<file path="config.mk">
export PLATFORM = sky130hd
export DESIGN_NAME = ttt_game_ctrl
export DESIGN_NICKNAME = d
export VERILOG_FILES = /design/src/rtl/ttt_game_ctrl.sv
export SDC_FILE = /design/constraint.sdc
export NUM_CORES = 1
export LEC_CHECK = 0
export ABC_AREA = 1
export CORE_MARGIN = 1
export CORE_UTILIZATION = 63
export CTS_BUF_LIST = sky130_fd_sc_hd__clkbuf_16
export CTS_CLUSTER_SIZE = 8
export DETAILED_ROUTE_END_ITERATION = 12
export DONT_BUFFER_PORTS = 1
export MAX_ROUTING_LAYER = met4
export PLACE_DENSITY = 0.85
export SYNTH_ARGS = -nofsm -noshare
export SYNTH_HDL_FRONTEND = slang
export SYNTH_SLANG_ARGS = --single-unit
</file>
<file path="constraint.sdc">
create_clock -name freq_i -period 4.5 [get_ports freq_i]
set_clock_uncertainty 0.05 [all_clocks]
set_input_delay 1.125 -clock freq_i [delete_from_list [all_inputs] [get_ports freq_i]]
set_output_delay 1.125 -clock freq_i [all_outputs]
set_load 0.01 [all_outputs]
</file>
<file path="src/rtl/ttt_game_ctrl.sv">
// Tic-tac-toe controller: synchronises and debounces the 3x3 keypad plus new-game key,
// holds the board, enforces alternating legal moves and reports win/draw to the display stage.
//
// state   | meaning
// S_PLAY  | waiting for a debounced cell press from the player in turn_q
// S_CHECK | one cycle scoring the freshly written board for the mover
// S_OVER  | game decided; cell presses only flag illegal until new game
module ttt_game_ctrl #(
   parameter int DB_CYCLES = 50000
) (
   input  logic        freq_i,
   input  logic        rst_i,
   input  logic [9:0]  keys_i,
   output logic [17:0] board_o,
   output logic [1:0]  turn_o,
   output logic [1:0]  winner_o,
   output logic        game_over_o,
   output logic [7:0]  win_line_o,
   output logic        illegal_o
);

   localparam int CW = $clog2(DB_CYCLES + 1);
   localparam logic [CW-1:0] DB_RELOAD = CW'(DB_CYCLES - 1);
   localparam logic [CW-1:0] DB_ONE    = CW'(1);

   typedef enum logic [1:0] {S_PLAY, S_CHECK, S_OVER} state_t;

   logic [9:0]    sync1_q, sync2_q, stab_q;
   logic [CW-1:0] cnt_q;
   logic          armed_q, evt_q;
   logic [3:0]    evt_idx_q;

   state_t        state_q;
   logic [17:0]   board_q;
   logic [1:0]    turn_q, winner_q;
   logic          game_over_q, illegal_q;
   logic [7:0]    win_line_q;
   logic [3:0]    move_cnt_q;

   logic          changed, tc, onehot;
   logic [3:0]    key_idx;
   logic [1:0]    cell_cur;
   logic [7:0]    line_hit;

   function automatic logic trio(input logic [17:0] b, input logic [1:0] p,
                                 input int a, input int c, input int d);
      return (b[2*a +: 2] == p) && (b[2*c +: 2] == p) && (b[2*d +: 2] == p);
   endfunction

   always_comb begin
      changed = (sync2_q != stab_q);
      tc      = !changed && (cnt_q == DB_ONE);
      onehot  = $onehot(stab_q);
      key_idx = 4'd0;
      for (int i = 0; i < 10; i++)
         if (stab_q[i]) key_idx = 4'(i);
      cell_cur = 2'd0;
      for (int i = 0; i < 9; i++)
         if (evt_idx_q == 4'(i)) cell_cur = board_q[2*i +: 2];
      line_hit = {trio(board_q, turn_q, 2, 4, 6), trio(board_q, turn_q, 0, 4, 8),
                  trio(board_q, turn_q, 6, 7, 8), trio(board_q, turn_q, 3, 4, 5),
                  trio(board_q, turn_q, 0, 1, 2), trio(board_q, turn_q, 2, 5, 8),
                  trio(board_q, turn_q, 1, 4, 7), trio(board_q, turn_q, 0, 3, 6)};
   end

   always_ff @(posedge freq_i or negedge rst_i) begin
      if (!rst_i) begin
         sync1_q <= '0;
         sync2_q <= '0;
      end else begin
         sync1_q <= keys_i;
         sync2_q <= sync1_q;
      end
   end

   // One event per one-hot hold; only an all-released stable vector re-arms.
   always_ff @(posedge freq_i or negedge rst_i) begin
      if (!rst_i) begin
         stab_q    <= '0;
         cnt_q     <= '0;
         armed_q   <= 1'b1;
         evt_q     <= 1'b0;
         evt_idx_q <= 4'd0;
      end else begin
         evt_q <= 1'b0;
         if (changed) begin
            stab_q <= sync2_q;
            cnt_q  <= DB_RELOAD;
         end else if (cnt_q != '0) begin
            cnt_q <= cnt_q - DB_ONE;
         end
         if (tc) begin
            if (stab_q == '0) begin
               armed_q <= 1'b1;
            end else if (armed_q && onehot) begin
               evt_q     <= 1'b1;
               evt_idx_q <= key_idx;
               armed_q   <= 1'b0;
            end
         end
      end
   end

   always_ff @(posedge freq_i or negedge rst_i) begin
      if (!rst_i) begin
         state_q     <= S_PLAY;
         board_q     <= '0;
         turn_q      <= 2'd1;
         winner_q    <= 2'd0;
         game_over_q <= 1'b0;
         win_line_q  <= '0;
         illegal_q   <= 1'b0;
         move_cnt_q  <= 4'd0;
      end else begin
         illegal_q <= 1'b0;
         if (evt_q && evt_idx_q == 4'd9) begin
            state_q     <= S_PLAY;
            board_q     <= '0;
            turn_q      <= 2'd1;
            winner_q    <= 2'd0;
            game_over_q <= 1'b0;
            win_line_q  <= '0;
            move_cnt_q  <= 4'd0;
         end else begin
            case (state_q)
               S_PLAY: begin
                  if (evt_q) begin
                     if (cell_cur == 2'd0) begin
                        for (int i = 0; i < 9; i++)
                           if (evt_idx_q == 4'(i)) board_q[2*i +: 2] <= turn_q;
                        move_cnt_q <= move_cnt_q + 4'd1;
                        state_q    <= S_CHECK;
                     end else begin
                        illegal_q <= 1'b1;
                     end
                  end
               end
               S_CHECK: begin
                  if (line_hit != '0) begin
                     winner_q    <= turn_q;
                     win_line_q  <= line_hit;
                     game_over_q <= 1'b1;
                     state_q     <= S_OVER;
                  end else if (move_cnt_q == 4'd9) begin
                     winner_q    <= 2'd3;
                     game_over_q <= 1'b1;
                     state_q     <= S_OVER;
                  end else begin
                     turn_q  <= (turn_q == 2'd1) ? 2'd2 : 2'd1;
                     state_q <= S_PLAY;
                  end
               end
               S_OVER: begin
                  if (evt_q) illegal_q <= 1'b1;
               end
               default: state_q <= S_PLAY;
            endcase
         end
      end
   end

   assign board_o     = board_q;
   assign turn_o      = turn_q;
   assign winner_o    = winner_q;
   assign game_over_o = game_over_q;
   assign win_line_o  = win_line_q;
   assign illegal_o   = illegal_q;

endmodule

</file>
==> Flow_metrics.wiki <==
{| class="wikitable"
! Metric !! Value
|-
| Gates resized, CTS repair || 0
|-
| Post-DR wirelength/cell || 14.80 um
|-
| Finished Layout Cells || 639
|-
| Most common cell after layout, fill and taps aside || nand2_1
|-
| Warning count from the yosys run || 0
|-
| Gr ovfl total || 0
|-
| Final net count || between 500 and 600
|-
| Setup total negative slack || 0 ns
|-
| Cells after synthesis || about 550
|-
| Setup bufs post-CTS || 0
|-
| I/O pin total || 44
|-
| Drt pass-1 iters || 4
|-
| Number of antenna diodes || 0
|-
| Vias after detailed routing || between 3000 and 4000
|-
| Maximum level of the CTS H-tree || 3
|-
| Die height || 87.65 um
|-
| Post-placement cell area || around 4600 um^2
|-
| DP HPWL || 6744 um
|-
| Final min period || 4.002 ns
|-
| Kind of launch point of the worst setup path || register
|-
| Via count of the first global-routing pass || roughly 3600
|-
| Class of the worst hold path || register to register
|-
| Inserted Clock Buffers || 9
|-
| Std-Cell Core Area || between 6000 and 7000 um^2
|-
| Fmax achieved || between 0.2 and 0.25 GHz
|-
| Clock root cell || clkbuf_16
|-
| Layout fillers || between 500 and 600
|-
| Endpoints failing hold || 0
|-
| Peak supply drop || around 0.28 mV
|-
| Clock transition at the registers of the reported paths || roughly 0.070 ns
|-
| Slowest cell on crit path || nor3_1
|-
| Detailed Route Iter0 Violations || approximately 170
|-
| Delay of the slowest critical-path stage || 0.53 ns
|-
| Number of port buffers || 0
|-
| Mapped cell area || 4622 um^2
|-
| Global-route wire length before repair || ~16000 um
|-
| Placed cells || between 600 and 700
|-
| Die X || 87.65 um
|-
| Crit path max-delay family || adder cells
|-
| Crit Path Category || register to register
|-
| Average instance area after synthesis || ~8.5 um^2
|-
| Weighted congestion reported at the end of routability-driven placement || ~0.96
|-
| DR DRC count || 0
|-
| Final core utilization || 0.7133
|-
| Maximum clock path buffer count || 2
|-
| R2r worst-path depth || 13
|-
| Die outline area || ~7700 um^2
|-
| DRT antenna net count || 0
|-
| Number of antenna violations at the first check in global routing || 0
|-
| Crit path buf inv count || 4
|-
| Final setup violation count || 0
|-
| Max-Slew Margin vs Limit || 0.4799
|-
| Effective utilization at floorplan || 0.6656
|-
| Primary FF master, synth || dfrtp_1
|-
| Min-Delay Path Depth || 0
|-
| Commonest non-fill, non-tap cells in the layout || 110 x nand2_1, 88 x dfrtp_1, 78 x inv_1, 52 x nor2_1, 44 x nand3_1
|-
| Crit path required time || 4.73 ns
|-
| Number of synthesized flops with an enable pin || 0
|-
| Run status || finished clean
|-
| Power per cell area || ~340 nW/um^2
|-
| Share of cells above drive strength 1 || 0.07551
|-
| TritonCTS clock tree || built
|-
| Net Count, Synth || roughly 570
|-
| Number of flip-flops and latches in the synthesized netlist || 90
|-
| Leakage power || 0.002587 uW
|-
| Global Route Usage Sum || 0.2828
|-
| Drt via density || between 5 and 6
|-
| Pins Over Slew Limit || 0
|-
| Ordered list of cells on the worst path || fa_1 > fa_1 > inv_1 > fa_1 > inv_1 > ha_1 > inv_1 > fa_1 > o2111a_1 > nand3_1 > nor3_1 > o21ai_0 > inv_1
|-
| Fraction of synthesis flops using an asynchronous set or reset pin || 1.000
|-
| Number of stages on the worst setup path || 13
|-
| Max Fanout on Critical Path || 5
|-
| Wire length reported by the detailed router || approximately 9500 um
|-
| Number of clock sinks || 90
|-
| Total number of placement rows || 30
|-
| Maximum number of pins on one net before global-route repair || between 90 and 100
|-
| Number of library cell types mapped by synthesis || just over 40
|-
| Post-route cell area || around 5000 um^2
|-
| Layout Area Growth over Synthesis || 7.174%
|-
| Sequential fraction of the synthesis area || 0.4878
|-
| Hold_buf cts || 0
|-
| Clock insertion delay at the later pin of the skew report || roughly 0.34 ns
|-
| Crit path arrival time || about 4.2 ns
|-
| Worst slew pin tran || a little under 0.8 ns
|-
| Setup repair after global routing missed its margin || false
|-
| Critical Path End Type || register
|-
| MaxCap Viol Count || 0
|-
| Post-route clock period utilization || 0.8894
|}
synth_stat cells (all sizes together), types with 9 or more instances:
| library cell | instances | area share |
|---|---|---|
| nor2 | 56 | 0.048 |
| nor3 | 10 | 0.014 |
| nand3 | 44 | 0.048 |
| nand2 | 113 | 0.093 |
| dfrtp | 88 | 0.48 |
| inv | 82 | 0.067 |
| clkbuf | 13 | 0.011 |
| nand4 | 30 | 0.041 |
| a21oi | 18 | 0.025 |
| xor2 | 14 | 0.027 |
| o21ai | 18 | 0.019 |
| o31ai | 9 | 0.015 |
power breakdown:
group | switching (uW) | internal [uW]
sequential | 10.6 | 823
clock | 333 | 440
combinational | 40.5 | 31.9
through the flow:
stage               hold slack, ns  worst slack, ns  total power (uW)
floorplan                   0.2812           0.9518             901.8
global placement            0.2820           0.8293             907.7
detailed placement          0.2847           0.5684             920.3
CTS                         0.3004           0.5051              1692
global route                0.3050           0.3185              1738
finish                      0.2993           0.4975              1678
area by class of cell:
cell class              count  area [um^2]  area share
repair buffers              1        7.507    0.001516
multi-input cells         353         1949      0.3935
clock buffers               9        225.2     0.04547
flip-flops and latches     90         2255      0.4552
inverters                  83        311.5     0.06289
clock inverters             7        85.08     0.01718
well taps                  96        120.1     0.02425
sequential cells by signal, summed over array words and instances (netlist names):
signal and cells:
cnt_q 16, state_q 2, stab_q 10, illegal_o 1, sync2_q 10, game_over_o 1
board_o 18, win_line_o 8, sync1_q 10, winner_o 2, move_cnt_q 4, turn_o 2
evt_idx_q 4, evt_q 1, armed_q 1
worst paths after layout:
check / startpoint / to / slack, ns
max in group asynchronous: rst_i / armed_q / 3.78
worst max register to register: stab_q[0] / evt_idx_q[3] / 0.50
worst max-delay path: stab_q[0] / evt_idx_q[3] / 0.50
worst min-delay path: sync1_q[7] / sync2_q[7] / 0.30
min in group asynchronous: rst_i / board_o[3] / 0.42
worst min register to register: sync1_q[7] / sync2_q[7] / 0.30
cells by family (layout without fill, tap and decap cells):
kind of cell | Yosys count | after routing | synth area share
adder cells (fa/ha/maj) | 13 | 13 | 0.04494
AO/OA/AOI/OAI | 56 | 56 | 0.07769
AND/OR/NAND/NOR | 262 | 262 | 0.2572
buffers and inverters | 103 | 100 | 0.09041
flip-flops | 90 | 90 | 0.4878
multiplexers | 1 | 1 | 0.002166
XOR/XNOR | 21 | 21 | 0.03980
routing by layer:
| metal | up-vias | GRT usage | wire length [um] |
|---|---|---|---|
| li1 | 1744 | - | - |
| met4 | 0 | 0.1773 | 344 |
| met3 | 29 | 0.05561 | 599 |
| met2 | 160 | 0.4695 | 4684 |
| met1 | 1708 | 0.3135 | 3829 |
| met5 | - | - | 0 |
Power figures use the tool's default switching activity.
==> RTL edit (same flow settings) <==
Register the input `keys_i` before use, with the module's reset. The logic sees it one clock later.
--- a/src/rtl/ttt_game_ctrl.sv
+++ b/src/rtl/ttt_game_ctrl.sv
@@ -24,6 +24,16 @@
    localparam logic [CW-1:0] DB_ONE    = CW'(1);
 
    typedef enum logic [1:0] {S_PLAY, S_CHECK, S_OVER} state_t;
+
+   logic [9:0] keys_q;
+
+   always_ff @(posedge freq_i or negedge rst_i) begin
+      if (!rst_i) begin
+         keys_q <= '0;
+      end else begin
+         keys_q <= keys_i;
+      end
+   end
 
    logic [9:0]    sync1_q, sync2_q, stab_q;
    logic [CW-1:0] cnt_q;
@@ -68,7 +78,7 @@
          sync1_q <= '0;
          sync2_q <= '0;
       end else begin
-         sync1_q <= keys_i;
+         sync1_q <= keys_q;
          sync2_q <= sync1_q;
       end
    end
Formal check against the unedited RTL: same outputs for any inputs over 10 cycles, from zero or initial values and one cycle with rst_i low; that may be too few to reach the edited logic, so the function may still have changed.
==> RTL edit against the unedited design <==
  * Global-route usage is 1.3 points lower
  * Via count is 7.8% higher
  * Area after synthesis is 9.0% higher
  * Core utilization is 2.2 points lower
  * Sequential share of layout area is 1.3 points higher
  * Total power is 5.4% higher
  * Sequential power is 11% higher
  * Wire length is 7.6% higher
  * Sequential cell count is 10 higher
  * Setup slack better by 0.32 ns
  * Design area is 7.9% higher
  * Critical endpoint unchanged
  * Largest power group unchanged
==> RTL edit: results <==
export IMPL_syn_nets=606
export IMPL_cpMaxStageDelayCell="fa_1"
export IMPL_synth_top_area_cell="dfrtp_1"
export IMPL_yosys_top_cells_area="dfrtp_1 (49%), nand2_1 (7.8%), inv_1 (5.8%)"
export IMPL_portBuffers=0
export IMPL_dp_cells=661
export IMPL_critPathTopFamily="adder cells"
export IMPL_leakagePower_uw=0.002696
export IMPL_grt_pass1_vias=3899
export IMPL_synth_commonest_cells="nand2_1 (104), dfrtp_1 (98), inv_1 (78)"
export IMPL_cts_repair_resized=0
export IMPL_grt_max_degree=101
export IMPL_pre_cts_slack_ns=0.8624
export IMPL_status="finished, final reports clean"
export IMPL_yosysUniqueCellTypes=46
export IMPL_switchingPower_uw=423.3
export IMPL_drt_iter0_markers=243
export IMPL_synth_yosys_seq_area_share_pct=49.74
export IMPL_vdd_drop_max_uv=355.0
export IMPL_syn_area_per_cell_um2=8.668
export IMPL_place_congestion=0.8734
export IMPL_relSlewSlack_pct=24.21
export IMPL_crit_fanout=8
export IMPL_vias_per_cell=5.798
export IMPL_routed_wl_um=10180
export IMPL_powerClk_uw=762
export IMPL_diodes=0
export IMPL_path_clk_slew_ns=0.07
export IMPL_combPwrFrac_pct=4.4
export IMPL_largest_register_ffs=18
export IMPL_track_usage_pct=26.98
export IMPL_grt_first_pass_wirelength_um=17350
export IMPL_drive_above_1_share_pct=9.391
export IMPL_ys_flop_type="dfrtp_1"
export IMPL_ys_async_sr_fraction_pct=100.0
export IMPL_worstSkewPairLatency_ns=0.34
export IMPL_clockRootBuffer="clkbuf_16"
export IMPL_grt_antenna_before_repair=0
export IMPL_nets=595
export IMPL_layout_cells_non_filler=677
export IMPL_nFillCells=554
export IMPL_design_core_area_um2=7727
export IMPL_numCtsBuffers=9
export IMPL_dp_hpwl_um=7128
export IMPL_place_area_um2=5041
export IMPL_cts_setup_buffers=0
-- RTL edit: final cells by class --
cell class / instances / area, um2 / area share, %
clock buffer: 9 / 225.2 / 4.213
clock inverter: 7 / 78.83 / 1.475
inverter: 83 / 317.8 / 5.946
multi-input combinational: 376 / 2091 / 39.12
sequential: 100 / 2505 / 46.86
tap: 102 / 127.6 / 2.388
-- RTL edit: per-stage QoR --
step,utilization [%],total power (uW)
2_1_floorplan,-,1005
3_3_place_gp,65.24,1013
3_5_place_dp,65.24,1022
4_1_cts,69.17,1781
5_1_grt,69.17,1827
6_report,69.17,1768
-- RTL edit: worst reg2reg max path, delay by kind of cell (launching register included) --
| family | cells | cell delay, ns |
|---|---|---|
| buffers and inverters | 3 | 0.17 |
| AND/OR/NAND/NOR | 3 | 0.54 |
| AO/OA/AOI/OAI | 2 | 0.26 |
| flip-flops | 1 | 0.43 |
| adder cells (fa/ha/maj) | 5 | 2.09 |
-- RTL edit: final timing paths --
path	start	endpoint	slack [ns]	depth (start not counted)
max in group asynchronous	rst_i	armed_q	3.75	0
hold / removal	sync1_q[6]	sync2_q[6]	0.30	0
setup / recovery	stab_q[0]	evt_idx_q[3]	0.82	13
min in group asynchronous	rst_i	winner_o[0]	0.42	0
setup reg to reg	stab_q[0]	evt_idx_q[3]	0.82	13
hold reg to reg	sync1_q[6]	sync2_q[6]	0.30	0
-- RTL edit: cell families after synthesis --
kind of cell	synth area share, %
simple gates	27.03
buf+inv	8.745
flops	49.74
compound gates	7.255
xor+xnor	3.106
fa+ha+maj	4.124
-- RTL edit: per-layer routing --
layer	GRT usage [%]	wire [um]
met1	30.64	4113
met2	46.43	5276
met3	6.784	584
met4	9.259	203
met5	-	0
